`src/rtl/riscv_lsu_ram_master.sv`:
```
// Load/store initiator between the core memory stage and one data-RAM port.
// Splits word-crossing accesses into two RAM cycles and aligns/extends load data.
module riscv_lsu_ram_master #(
  parameter int WIDTH    = 32,
  parameter bit SPLIT_EN = 1'b1
) (
  input  logic             clk,
  input  logic             rst,
  input  logic             req_valid,
  output logic             req_ready,
  input  logic             req_we,
  input  logic [1:0]       req_size,
  input  logic             req_unsigned,
  input  logic [WIDTH-1:0] req_addr,
  input  logic [WIDTH-1:0] req_wdata,
  output logic             rsp_valid,
  output logic             rsp_err,
  output logic [WIDTH-1:0] rsp_rdata,
  output logic             ram_en,
  output logic             ram_we,
  output logic [3:0]       ram_be,
  output logic [WIDTH-1:0] ram_addr,
  output logic [WIDTH-1:0] ram_wdata,
  input  logic [WIDTH-1:0] ram_rdata
);

  typedef enum logic {IDLE, SPLIT2} state_t;
  state_t state;

  logic [1:0]         off;
  logic [2:0]         nbytes;
  logic [3:0]         mask;
  logic               crossing, illegal, err_req, split_req, accept;
  logic [7:0]         be_wide;
  logic [2*WIDTH-1:0] wd_wide;
  logic [WIDTH-1:0]   word_addr;

  // Registered request: second-access fields plus what the response needs
  logic [WIDTH-1:0]   r_addr2, r_wdata2, hold;
  logic [3:0]         r_be2;
  logic               r_we, r_uns, r_load, r_split;
  logic [1:0]         r_off, r_size;

  assign off       = req_addr[1:0];
  assign word_addr = {req_addr[WIDTH-1:2], 2'b00};

  always_comb begin
    mask   = 4'b1111;
    nbytes = 3'd4;
    case (req_size)
      2'b00:   begin mask = 4'b0001; nbytes = 3'd1; end
      2'b01:   begin mask = 4'b0011; nbytes = 3'd2; end
      default: begin mask = 4'b1111; nbytes = 3'd4; end
    endcase
  end

  assign crossing  = ({2'b00, off} + {1'b0, nbytes}) > 4'd4;
  assign illegal   = (req_size == 2'b11);
  assign err_req   = illegal | (crossing & ~SPLIT_EN);
  assign split_req = crossing & SPLIT_EN & ~illegal;
  assign req_ready = ~rst & (state == IDLE);
  assign accept    = req_valid & req_ready;

  // Low half of each wide value is the first access, high half the second
  assign be_wide = {4'b0000, mask} << off;
  assign wd_wide = {{WIDTH{1'b0}}, req_wdata} << {off, 3'b000};

  always_comb begin
    if (state == SPLIT2) begin
      ram_en    = ~rst;
      ram_we    = ~rst & r_we;
      ram_be    = r_be2;
      ram_addr  = r_addr2;
      ram_wdata = r_wdata2;
    end else begin
      ram_en    = accept & ~err_req;
      ram_we    = accept & ~err_req & req_we;
      ram_be    = be_wide[3:0];
      ram_addr  = word_addr;
      ram_wdata = wd_wide[WIDTH-1:0];
    end
  end

  always_ff @(posedge clk) begin
    if (rst) begin
      state     <= IDLE;
      rsp_valid <= 1'b0;
      rsp_err   <= 1'b0;
      hold      <= '0;
      r_addr2   <= '0;
      r_wdata2  <= '0;
      r_be2     <= '0;
      r_we      <= 1'b0;
      r_uns     <= 1'b0;
      r_load    <= 1'b0;
      r_split   <= 1'b0;
      r_off     <= '0;
      r_size    <= '0;
    end else begin
      rsp_valid <= 1'b0;
      rsp_err   <= 1'b0;
      case (state)
        IDLE: if (accept) begin
          r_addr2  <= word_addr + WIDTH'(4);
          r_wdata2 <= wd_wide[2*WIDTH-1:WIDTH];
          r_be2    <= be_wide[7:4];
          r_we     <= req_we;
          r_uns    <= req_unsigned;
          r_load   <= ~req_we & ~err_req;
          r_split  <= split_req;
          r_off    <= off;
          r_size   <= req_size;
          if (split_req) state <= SPLIT2;
          else begin
            rsp_valid <= 1'b1;
            rsp_err   <= err_req;
          end
        end
        SPLIT2: begin
          hold      <= ram_rdata;
          rsp_valid <= 1'b1;
          state     <= IDLE;
        end
        default: state <= IDLE;
      endcase
    end
  end

  // Load merge: the split case sees the second word on ram_rdata and the first in hold
  logic [2*WIDTH-1:0] merged, shifted;
  logic [WIDTH-1:0]   lo, ext;

  assign merged  = r_split ? {ram_rdata, hold} : {{WIDTH{1'b0}}, ram_rdata};
  assign shifted = merged >> {r_off, 3'b000};
  assign lo      = shifted[WIDTH-1:0];

  always_comb begin
    ext = lo;
    case (r_size)
      2'b00:   ext = {{(WIDTH-8){~r_uns & lo[7]}}, lo[7:0]};
      2'b01:   ext = {{(WIDTH-16){~r_uns & lo[15]}}, lo[15:0]};
      default: ext = lo;
    endcase
  end

  assign rsp_rdata = (rsp_valid & r_load) ? ext : '0;

endmodule

```
`config.mk`:
```
export PLATFORM = sky130hd
export DESIGN_NAME = riscv_lsu_ram_master
export DESIGN_NICKNAME = d
export VERILOG_FILES = /design/src/rtl/riscv_lsu_ram_master.sv
export SDC_FILE = /design/constraint.sdc
export NUM_CORES = 1
export LEC_CHECK = 0
export BUFFER_PORTS_ARGS = -buffer_cell sky130_fd_sc_hd__buf_2
export CORE_MARGIN = 2
export CORE_UTILIZATION = 57
export DETAILED_ROUTE_END_ITERATION = 10
export PLACE_DENSITY = 0.93
export SLEW_MARGIN = 40
export SYNTH_ARGS = -nofsm -noshare
export SYNTH_HDL_FRONTEND = slang
export SYNTH_SLANG_ARGS = --single-unit
```
`constraint.sdc`:
```
create_clock -name clk -period 4.1 [get_ports clk]
set_input_delay 0.205 -clock clk [delete_from_list [all_inputs] [get_ports clk]]
set_output_delay 0.205 -clock clk [all_outputs]
set_load 0.005 [all_outputs]
```
Word-level counts from Yosys, hierarchy flattened. Index checks and enable logic that the tools add are counted.

Register bits after elaboration: 111. Input port bits: 103. Output and inout bits: 105. Logic and storage cells: 58.

$add $sub $neg: 2. Order comparisons: 1. Equal/unequal tests: 3. Shift-type cells: 3. Multiplexer cells: 16. Bitwise operators: 16. Reduce and logical (&&, ||, !) cells: 4.

Operator list (number): 2-to-1 mux 32 bit (3); 2-to-1 mux 64 bit (1); case mux 32 bit (2 select lines) (1); << shifter 32 x 5 -> 64 bit (1); >> shifter 64 x 5 -> 32 bit (1); adder 32 x 3 -> 32 bit (second input constant) (1); AND 1 bit (10); case mux 4 bit (2 select lines) (1); << shifter 4 x 2 -> 8 bit (1); 2-to-1 mux 1 bit (6); inverter 1 bit (6); case mux 3 bit (2 select lines) (1); adder 2 x 3 -> 4 bit (1); == test 2 x 1 -> 1 bit (second input constant) (2); > comparator 4 x 3 -> 1 bit (second input constant) (1); zero test 2 bit (2); 2-to-1 mux 4 bit (1); case mux 1 bit (2 select lines) (2); OR reduction 4 bit (1); == test 2 bit (second input constant) (1); AND reduction 2 bit (1).

Longest topological paths before layout. Gate-level depths: netlist of the first run.

Word-level depth: 8. Gate-level depth with buffers: 9. Gate-level depth less buffers: 8.

Least setup slack after synthesis of the first run. OpenSTA, ideal clock, no wires.

Path kind: register to output. Start point: register r_split. End point: output port rsp_rdata[10]. Data arrival time: 1.809 ns. Path slack: 2.086 ns. Cell stages (with the launch flop): 8. Path through: dfxtp_1 -> buf_4 -> mux2i_1 -> mux4_2 -> or4_1 -> buf_2 -> o21a_1 -> nor2_1.

Cells in the longest elaborated chain, start to end: 5.

Ends and longest elaborated chain: start, declared (line 41) `logic r_we, r_uns, r_load, r_split;`; start signal, assigned (line 110) `r_split <= split_req;`; 2-to-1 mux 64 bit (*) (line 133) `assign merged = r_split ? {ram_rdata, hold} : {{WIDTH{1'b0}}, ram_rdata};`; >> shifter 64 x 5 -> 32 bit (*) (line 134) `assign shifted = merged >> {r_off, 3'b000};`; AND 1 bit (line 140) `2'b00: ext = {{(WIDTH-8){~r_uns & lo[7]}}, lo[7:0]};`; case mux 32 bit (2 select lines) (*) (line 139) `case (r_size)`; 2-to-1 mux 32 bit (*) (line 146) `assign rsp_rdata = (rsp_valid & r_load) ? ext : '0;`; end, declared (line 18) `output logic [WIDTH-1:0] rsp_rdata,`.

Mark *: on every way between the ends. The rest lies on a longest branch, timed or not.

Worst setup path after layout of the first run.
Start point: register r_split. End point: output port rsp_rdata[23].

Cells in the longest elaborated chain, start to end: 5. Elaborated cells on any way between the ends: 6. Classes of those cells: 1 x shift; 3 x mux; 2 x bitwise.

Ends and longest elaborated chain (line): 2-to-1 mux 64 bit (*) (133); >> shifter 64 x 5 -> 32 bit (*) (134); AND 1 bit, on equally long branches (141, 140); case mux 32 bit (2 select lines) (*) (139); 2-to-1 mux 32 bit (*) (146).

Marks and branches as above.

==> metrics.md, run 1 <==
| Metric | Value |
|---|---|
| Unique masters post-synth | 43 |
| NetSw | 0.723 mW |
| Hold_buf cts | 0 |
| Synth-to-Final Area Change | 19.9% |
| Total power draw | 2.69 mW |
| DRC viols | 0 |
| Critical path's slowest cell | dfxtp_2 |
| Rows | 40 |
| Fmax | 319 MHz |
| Cell breakdown of the critical path | buf_4 > nand2_1 > mux4_2 > nor4b_2 > a311oi_4 > nor2_1 > buf_2 |
| Die X | 114 um |
| Post-DRT Antenna Nets | 0 |
| Layout cells sized above 1 | 34.0% |
| Hold Vio Cnt, Final | 0 |
| CP max FO | 26 |
| Mapped Area | 0.00690 mm2 |
| Synthesis-stage register bit count | 100 |
| Sequential Power Share | 39.8% |
| Reg clk slew, reported paths | 70 ps |
| Final Critical Period | 3130 ps |
| IO Port Bufs | 205 |
| Initial antenna violation count | 2 |
| Die Y | 114 um |
| Vias in the first global route | 6,321 |
| Routed wire per std cell | 16.8 um |
| Routed vias | 6,932 |
| CTS tree | yes |
| Setup TNS | 0 ps |
| Core box area | 0.0119 mm2 |
| Max-cap violations | 0 |
| DP Cell Count | 1,132 |
| Final net count | 1,104 |
| GRT Overall Usage | 29.2% |
| Combinational power share | 21.5% |
| Power Density | 325 mW/mm2 |
| Max IR drop VDD | 0.280 mV |
| GRT Residual Overflow | 0 |
| Worst R2R Setup Slack | 1680 ps |
| Sink Count | 100 |
| CP Class | reg -> out |
| RSZ-0062 raised after global routing | no |
| Pins Over Slew Limit | 0 |
| Clock power share | 38.8% |
| Compound-cell area share of the yosys netlist | 16.6% |
| Sw Share | 26.9% |
| CP max stage delay | 620 ps |
| Ys Warns | 0 |
| Largest net degree at the start of global routing | 76 |
| Clock Skew | 4.92 ps |
| CP Capture Type | output port |
| Post-synthesis xor/xnor area fraction | 3.56% |
| Relative slew slack | 44.7% |
| Multi-input logic area | 0.00453 mm2 |
| Cell internal pwr | 1.96 mW |
| First-pass DRT Iterations | 5 |
| Postcts setup bufs | 0 |
| DRC violation total after the first TritonRoute iteration | 852 |
| FF/Latch Area | 0.00201 mm2 |
| Worst-skew pair later-pin latency | 350 ps |
| Final HPWL DP | 13.6 mm |
| Hold WC Path Type | in -> reg |
| Status | finished clean |
| Post-layout util | 69.4% |
| Full die area | 0.0130 mm2 |
| Fillers | 932 |
| # H-tree levels | 3 |
| Sequential area share after synthesis | 29.0% |
| Simple-gate share of the synthesized area | 18.4% |
| Final cell count without fillers | 1,150 |
| Global-route wire length before repair | 30.8 mm |
| Slew @ Worst Pin | 829 ps |
| Syn Area/Cell | 8.14 um2 |
| Worst setup SP type | register |
| WP data required | 3890 ps |
| P_leak | 3.36 nW |
| Final Cycle Share | 76.4% |
| Root buf cell | clkbuf_16 |
| Post-cts resize count | 0 |
| # IOs | 208 |
| Via/cell ratio | 6.03 |
| Total CTS buffers | 9 |
| Post-synthesis adder-cell area fraction | 1.02% |
| RD Place Congestion | 0.929 |
| Post-Synthesis Cells | 847 |
| Crit path DAT | 2930 ps |
| Post-synthesis mux area share | 25.8% |
| Final wirelength | 19.3 mm |
| Setup violators final | 0 |
| Max clock buf depth | 2 |
| Main combinational cell family by area after synthesis | multiplexers |
| Initial core utilization | 57.9% |
-- power by group through the flow --
| stage | combinational, mW | clock (mW) | sequential [mW] |
|---|---|---|---|
| after floorplan | 0.383 | 0 | 1.06 |
| after global placement | 0.551 | 0 | 1.09 |
| after detailed placement | 0.565 | 0 | 1.09 |
| after CTS | 0.570 | 1.06 | 1.07 |
| after global routing | 0.628 | 1.10 | 1.07 |
| final | 0.577 | 1.04 | 1.07 |
-- logic make-up (layout without fill, tap and decap cells) --
logic type	Yosys count	count (layout)
and+or+nand+nor	285	285
AOI/OAI and AO/OA	174	174
muxes	158	158
DFF	100	100
buffers and inverters	96	249
xor gates and xnor gates	28	28
adders and majority gates	5	5
other	1	4
-- path summary, 6_finish.rpt --
check | start | to | depth (start not counted)
worst max-delay path | r_split | rsp_rdata[23] | 7
worst max register to register | state | r_wdata2[1] | 5
worst min-delay path | req_unsigned | r_uns | 3
worst min register to register | r_wdata2[17] | r_wdata2[17] | 2
-- metrics by stage --
stage	area [um2]	setup slack, ps	hold WS (ps)
after CTS	8260	990	47.3
after global placement	7880	1430	402
after detailed placement	7890	1380	408
final	8270	968	55.9
after global routing	8270	848	86.8
after floorplan	6900	2090	301
-- final cells by class --
| type | count | share of cell area (%) |
|---|---|---|
| Antenna cell | 2 | 0.0605 |
| Clock buffer | 12 | 2.98 |
| Clock inverter | 4 | 1.45 |
| Inverter | 20 | 0.908 |
| Multi-Input combinational cell | 652 | 54.8 |
| Sequential cell | 100 | 24.3 |
| Tap cell | 147 | 2.22 |
| Timing Repair Buffer | 213 | 13.3 |
-- registers in the layout, summed over array words and instances, names as in the netlist --
register	count
hold	32
r_addr2	30
r_wdata2	24
r_be2	3
r_off	2
r_size	2
r_load	1
r_split	1
r_uns	1
r_we	1
rsp_err	1
rsp_valid	1
state	1
-- cells in the final DEF, fill, tap and decap left out, types with 15 or more instances in the layout --
cell / count
a21oi_1: 48
buf_2: 204
nand2_1: 72
o21ai_0: 58
mux2i_1: 82
mux2_2: 67
inv_1: 18
nor2_1: 117
o221a_2: 16
xor2_1: 21
nand3_1: 53
dfxtp_1: 97
nand4_1: 15
-- synth_stat cells --
| master | number | area, um2 |
|---|---|---|
| nor3b_1 | 2 | 15.0 |
| a21oi_1 | 48 | 240 |
| o21ai_0 | 58 | 290 |
| o31ai_1 | 1 | 7.51 |
| inv_1 | 18 | 67.6 |
| a22o_1 | 8 | 70.1 |
| fa_1 | 1 | 20.0 |
| o21a_1 | 8 | 60.1 |
| nor2b_1 | 3 | 18.8 |
| nand3_1 | 53 | 265 |
| a31o_2 | 11 | 96.3 |
| ha_1 | 4 | 50.1 |
| and4_1 | 4 | 35.0 |
| inv_2 | 1 | 3.75 |
| dfxtp_1 | 100 | 2000 |
| nor4_1 | 2 | 12.5 |
| a311oi_2 | 1 | 15.0 |
| conb_1 | 1 | 3.75 |
| or2_2 | 1 | 6.26 |
| nor4b_2 | 1 | 15.0 |
| buf_4 | 4 | 30.0 |
| a221oi_1 | 9 | 78.8 |
| a31oi_1 | 1 | 6.26 |
| nor4_2 | 1 | 12.5 |
| o221a_2 | 16 | 180 |
| nor2_1 | 117 | 439 |
| a211oi_1 | 11 | 82.6 |
| or4_1 | 1 | 7.51 |
| nor3_1 | 2 | 10.0 |
| nand2_1 | 73 | 274 |
| a21o_1 | 2 | 15.0 |
| nand4_1 | 15 | 93.8 |
| clkbuf_1 | 52 | 195 |
| buf_1 | 10 | 37.5 |
| mux4_2 | 9 | 203 |
| and2_1 | 6 | 37.5 |
| and3_1 | 4 | 25.0 |
| mux2i_1 | 82 | 821 |
| xor2_1 | 21 | 184 |
| xnor2_1 | 7 | 61.3 |
| clkinv_1 | 1 | 3.75 |
| mux2_2 | 67 | 754 |
| buf_2 | 10 | 50.1 |
-- metal layers --
metal,share of wire [%],up-vias,global-route usage (%)
li1,-,3327,-
met1,43,3219,37.5
met2,47,325,47.3
met3,6.9,61,5.47
met4,3.6,0,14.6
met5,0,-,0
-- critical path: cells and delay by family (launching register included) --
family                 cells  cell delay [ps]
AND/OR/NAND/NOR            3              700
buffers and inverters      2              560
AO/OA/AOI/OAI              1              180
multiplexers               1              520
flip-flops                 1              620
Power figures use the tool's default switching activity.
==> run 2, diff against run 1 <==
Settings changed: CORE_UTILIZATION 57 to 53, PLACE_DENSITY 0.93 to 0.88.
Clock period 4.1 ns to 3.1 ns, I/O delays scaled along.
==> metrics.md, run 2 (synthesis gave the netlist of run 1 again) <==
| Metric | Value |
|---|---|
| WP data required | 2940 ps (-950 ps) |
| RR Endpoint | r_wdata2[12] |
| Initial core utilization | 54.4% (-3.5 points) |
| Max IR drop VDD | 0.210 mV (-25%) |
| Routed wire per std cell | 16.3 um (-2.8%) |
| Status | finished clean |
| GRT Residual Overflow | 0 (unchanged) |
| Fmax | 357 MHz |
| Sink Count | 100 (unchanged) |
| # IOs | 208 (unchanged) |
| Final worst setup slack | 299 ps (-668 ps) |
| Rows | 41 (+2.5%) |
| Hold Vio Cnt, Final | 0 (unchanged) |
| DRC viols | 0 (unchanged) |
| Vias in the first global route | 6,317 (-0.063%) |
| Most common cell after layout, fill and taps aside | buf_2 |
| Root buf cell | clkbuf_16 |
| Largest register FFs | 32 (unchanged) |
| Synth-to-Final Area Change | 20.5% |
| DP Cell Count | 1,166 (+3.0%) |
| Final Cycle Share | 90.3% |
| Largest net degree at the start of global routing | 69 (-9.2%) |
| Via/cell ratio | 5.87 (-2.7%) |
| Routed vias | 6,947 (+0.22%) |
| Die X | 118 um (+3.6%) |
| Fillers | 1,093 (+17%) |
| RSZ-0062 raised after global routing | no |
| Critical path depth | 7 (unchanged) |
| Final Critical Period | 2800 ps |
| Largest register by flop count | hold |
| Cell breakdown of the critical path | buf_4 > mux2i_1 > mux4_2 > or4_1 > o21a_1 > nor2_1 > buf_2 |
| IO Port Bufs | 205 (unchanged) |
| Final wirelength | 19.3 mm (about the same) |
| CP delay by family, top | simple AND/OR/NAND/NOR gates |
| P_leak | 3.38 nW (+0.52%) |
| Power Density | 408 mW/mm2 (+26%) |
| # H-tree levels | 3 (unchanged) |
| Final cell count without fillers | 1,184 (+3.0%) |
| Pins Over Slew Limit | 0 (unchanged) |
| Setup WS pre-CTS | 697 ps (-683 ps) |
| Worst-skew pair later-pin latency | 350 ps (about the same) |
| Final net count | 1,114 (+0.91%) |
| Setup TNS | 0 ps (unchanged) |
| Clock Skew | 5.75 ps (+0.834 ps) |
| Relative slew slack | 45.5% (+0.79 points) |
| GRT Overall Usage | 27.2% (-2.1 points) |
| FF/Latch Area | 0.00201 mm2 (unchanged) |
| Final HPWL DP | 14.0 mm (+2.9%) |
| Layout cells sized above 1 | 34.4% (+0.46 points) |
| Most frequent cells in the layout | buf_2 (205), nor2_1 (117), dfxtp_1 (97) |
| Hold WC Path Type | in -> reg |
| Total power draw | 3.39 mW (+26%) |
| Largest regs | hold: 32 flops, r_addr2: 30 flops, r_wdata2: 24 flops |
| Post-DRT Antenna Nets | 0 (unchanged) |
| CP Capture Type | output port |
| First-pass DRT Iterations | 6 (+1) |
| Worst R2R Setup Slack | 1040 ps (-640 ps) |
| CTS tree | yes |
| Core box area | 0.0127 mm2 (+6.4%) |
| Critical Path Sink | rsp_rdata[15] |
| Worst r2r path cells | 5 (unchanged) |
| Crit path DAT | 2650 ps (-280 ps) |
| RD Place Congestion | 1.04 (+12%) |
| Multi-input logic area | 0.00452 mm2 (-0.11%) |
| Crit. Startpoint | r_split |
| R2r startpoint | state |
| Max-cap violations | 0 (unchanged) |
| Critical path's slowest cell | or4_1 |
| Global-route wire length before repair | 31.2 mm (+1.4%) |
| Max clock buf depth | 2 (unchanged) |
| Buffers & Inverters on Critical Path | 2 (unchanged) |
| Reg clk slew, reported paths | 70 ps (about the same) |
| Slew @ Worst Pin | 814 ps (-14.8 ps) |
| CP max stage delay | 590 ps (-30 ps) |
| Post-cts resize count | 0 (unchanged) |
| Worst setup SP type | register |
| Total CTS buffers | 9 (unchanged) |
| Die Y | 118 um (+3.6%) |
| Initial antenna violation count | 1 (-1) |
| CP Class | reg -> out |
| Setup violators final | 0 (unchanged) |
| Full die area | 0.0139 mm2 (+7.3%) |
| CP max FO | 12 (-54%) |
| DRC violation total after the first TritonRoute iteration | 653 (-23%) |
run 2: changes by cell type in the layout (fill, tap and decap cells not counted), sizes merged:
cell / change
diode: -1
buf: +9
dlygate4sd3: +1
clkinvlp: +1
bufinv: -2
clkinv: +1
run 2: where the power goes:
part	internal, mW	switching (mW)	leakage, nW
Clock	0.729	0.486	0.153
Sequential	1.35	0.0520	0.819
Combinational	0.359	0.417	2.41
Total	2.44	0.955	3.38
run 2: repair_timing:
item                                    4_1_cts  5_1_grt
endpoints found under the setup margin        0        0
hold endpoints to repair                      1        0
setup buffers                                 0        0
hold buffers                                  1        0
run 2: worst min-delay path by stage:
| stage | startpoint | end | depth (start not counted) | slack, ps |
|---|---|---|---|---|
| CTS | req_addr[2] | r_addr2[2] | 2 | 30 |
| global route | req_addr[2] | r_addr2[2] | 2 | 40 |
| finish | req_addr[2] | r_addr2[2] | 2 | 40 |
| global placement | req_unsigned | r_uns | 3 | 350 |
| detailed placement | req_unsigned | r_uns | 3 | 360 |
| floorplan | req_addr[2] | r_addr2[2] | 1 | 250 |
run 2: through the flow:
stage               util [%]  hold WS, ps  instance area [um2]
floorplan                  -          251                 6900
global placement        62.9          348                 7970
detailed placement      63.0          365                 7980
CTS                     65.5         26.9                 8310
global route            65.5         44.0                 8310
finish                  65.6         41.1                 8310
run 2: worst reg2reg max path, cell delays in order (launching register included):
cell and delay [ps]:
dfxtp_4 470, nor2b_1 370, and2_1 570, buf_4 320, nand3_1 100, a21oi_1 160
run 2: area by class of cell:
class	count	area share (%)
multi-input combinational	652	54.5
sequential	100	24.2
timing repair buffer	223	14.0
clock buffer	12	2.97
tap	172	2.59
inverter	20	0.904
clock inverter	4	0.873
antenna	1	0.0301
run 2: per-layer routing:
metal | wire (um) | GRT usage [%] | part of all wire [%] | vias up
met1 | 8400 | 36.4 | 43 | 3258
met2 | 9110 | 43.6 | 47 | 309
met5 | 0 | 0 | 0 | -
met4 | 512 | 11.2 | 2.7 | 0
met3 | 1290 | 4.31 | 6.7 | 34
li1 | - | - | - | 3346
==> run 3, diff against run 2 <==
Settings changed: BUFFER_PORTS_ARGS -buffer_cell sky130_fd_sc_hd__buf_2 to -buffer_cell sky130_fd_sc_hd__buf_4.
==> metrics.md, run 3 (synthesis gave the netlist of run 1 again) <==
| Metric | Value |
|---|---|
| Multi-input logic area | 0.00452 mm2 (unchanged) |
| Initial core utilization | 54.4% (unchanged) |
| CP max stage delay | 690 ps (+100 ps) |
| Clock Skew | 3.83 ps (-1.92 ps) |
| Min-delay src | req_we |
| Root buf cell | clkbuf_16 |
| Fillers | 993 (-9.1%) |
| Hold depth | 3 (+1) |
| Hold WC Path Type | in -> reg |
| Synth-to-Final Area Change | 27.9% |
| Pins Over Slew Limit | 0 (unchanged) |
| Inserted Diodes | 0 (-1) |
| Rows | 41 (unchanged) |
| Post-layout util | 69.6% (+4.1 points) |
| Core box area | 0.0127 mm2 (unchanged) |
| Routed vias | 6,949 (+0.029%) |
| Max-cap violations | 0 (unchanged) |
| RD Place Congestion | 0.934 (-10%) |
| DRC violation total after the first TritonRoute iteration | 678 (+3.8%) |
| Largest regs | hold: 32 flops, r_addr2: 30 flops, r_wdata2: 24 flops |
| # IOs | 208 (unchanged) |
| Initial antenna violation count | 0 (-1) |
| Worst r2r path cells | 5 (unchanged) |
| Cell breakdown of the critical path | mux2i_1 > mux4_2 > nor4b_2 > a311oi_4 > nor2_1 > buf_4 |
| Hold Vio Cnt, Final | 0 (unchanged) |
| Worst-skew pair later-pin latency | 340 ps (about the same) |
| Slew @ Worst Pin | 850 ps (+35.7 ps) |
| Power Density | 395 mW/mm2 (-3.3%) |
| # H-tree levels | 3 (unchanged) |
| CTS tree | yes |
| IO Port Bufs | 205 (unchanged) |
| Most common cell after layout, fill and taps aside | buf_4 |
| RR Endpoint | r_wdata2[12] |
| WP data required | 2940 ps (about the same) |
| CP delay by family, top | compound AO/OA/AOI/OAI gates |
| Largest register FFs | 32 (unchanged) |
| CP max FO | 16 (+4) |
| Die X | 118 um (unchanged) |
| Max IR drop VDD | 0.510 mV (+140%) |
| Largest net degree at the start of global routing | 89 (+29%) |
| Vias in the first global route | 6,379 (+0.98%) |
| Worst R2R Setup Slack | 1000 ps (-40 ps) |
| Reg clk slew, reported paths | 70 ps (about the same) |
| GRT Overall Usage | 27.9% (+0.70 points) |
| R2r startpoint | state |
| Buffers & Inverters on Critical Path | 1 (-1) |
| Post-DRT Antenna Nets | 0 (unchanged) |
| Largest register by flop count | hold |
| P_leak | 3.51 nW (+3.8%) |
| FF/Latch Area | 0.00201 mm2 (unchanged) |
| Setup violators final | 0 (unchanged) |
| Crit path DAT | 2590 ps (-60 ps) |
| Worst setup SP type | register |
| Total CTS buffers | 9 (unchanged) |
| Global-route wire length before repair | 32.2 mm (+3.4%) |
| Hold_ws | 25.2 ps (-15.9 ps) |
| Fmax | 365 MHz (+2.2%) |
| First-pass DRT Iterations | 5 (-1) |
| Full die area | 0.0139 mm2 (unchanged) |
| Setup TNS | 0 ps (unchanged) |
| Via/cell ratio | 5.89 (+0.45%) |
| CP Class | reg -> out |
| Relative slew slack | 42.9% (-2.6 points) |
| Post-cts resize count | 0 (unchanged) |
| Critical path's slowest cell | a311oi_4 |
| Hold Crit Endpoint | r_we |
| Final wirelength | 20.0 mm (+3.5%) |
| Final Cycle Share | 88.4% (-1.9 points) |
| Max clock buf depth | 2 (unchanged) |
| GRT Residual Overflow | 0 (unchanged) |
| Final HPWL DP | 14.1 mm (+1.0%) |
| Final net count | 1,110 (-0.36%) |
| Most frequent cells in the layout | buf_4 (215), nor2_1 (117), dfxtp_1 (97) |
| RSZ-0062 raised after global routing | no |
| Routed wire per std cell | 17.0 um (+4.0%) |
| CP Capture Type | output port |
| Sink Count | 100 (unchanged) |
| DRC viols | 0 (unchanged) |
| Die Y | 118 um (unchanged) |
| Layout cells sized above 1 | 34.3% (-0.16 points) |
| Final Critical Period | 2740 ps (-59.8 ps) |
| Status | finished clean |
-- run 3: cell types whose count changed in the layout (fill, tap and decap cells not counted), sizes merged --
cell,previous run,this run
clkinv,2,5
clkbuf,12,10
buf,222,217
clkinvlp,1,0
dlygate4sd3,1,2
diode,1,0
-- run 3: worst max-delay path by stage --
stage / slack (ps) / depth (start not counted) / to / from
after floorplan: 1140 / 7 / rsp_rdata[10] / r_split
after global placement: 610 / 6 / rsp_rdata[31] / r_split
after detailed placement: 750 / 6 / rsp_rdata[31] / r_split
after CTS: 370 / 6 / rsp_rdata[31] / r_split
after global routing: 170 / 6 / rsp_rdata[20] / r_split
final: 360 / 6 / rsp_rdata[31] / r_split
-- run 3: layout make-up --
class	count	share of cell area (%)
inverters	20	0.851
multi-input cells	652	51.3
well taps	172	2.44
clock buffers	10	2.71
clock inverters	6	0.993
flip-flops and latches	100	22.8
repair buffers	219	19.0
-- run 3: worst reg2reg max path, delay by kind of cell, from the launching register on --
kind            cells  cell delay, ps
compound gates      1             190
buf+inv             1             320
flops               1             440
simple gates        3            1070
-- run 3: timing repair --
item	in CTS	in global routing
setup buffers	0	0
endpoints found under the hold margin	2	0
hold buffers	2	0
-- run 3: per-layer routing --
metal / global-route usage [%] / part of all wire [%] / vias to the layer above
met5: 0 / 0 / -
met4: 9.71 / 2.1 / 0
met3: 6.35 / 7.3 / 35
met2: 45.5 / 47 / 344
met1: 36.2 / 43 / 3232
li1: - / - / 3338
-- run 3: through the flow --
stage / instance area, um2 / instances / total power, mW / setup WS, ps
2_1_floorplan: 6900 / 848 / 1.91 / 1140
3_3_place_gp: 8470 / 1161 / 2.26 / 609
3_5_place_dp: 8480 / 1161 / 2.28 / 748
4_1_cts: 8820 / 1179 / 3.51 / 366
5_1_grt: 8820 / 1179 / 3.64 / 168
6_report: 8820 / 1179 / 3.49 / 359
-- run 3: power breakdown --
part           total (mW)  internal, mW  switching (mW)
Combinational       0.868         0.437           0.431
Sequential           1.40          1.35          0.0492
Clock                1.22         0.729           0.490
Total                3.49          2.52           0.969
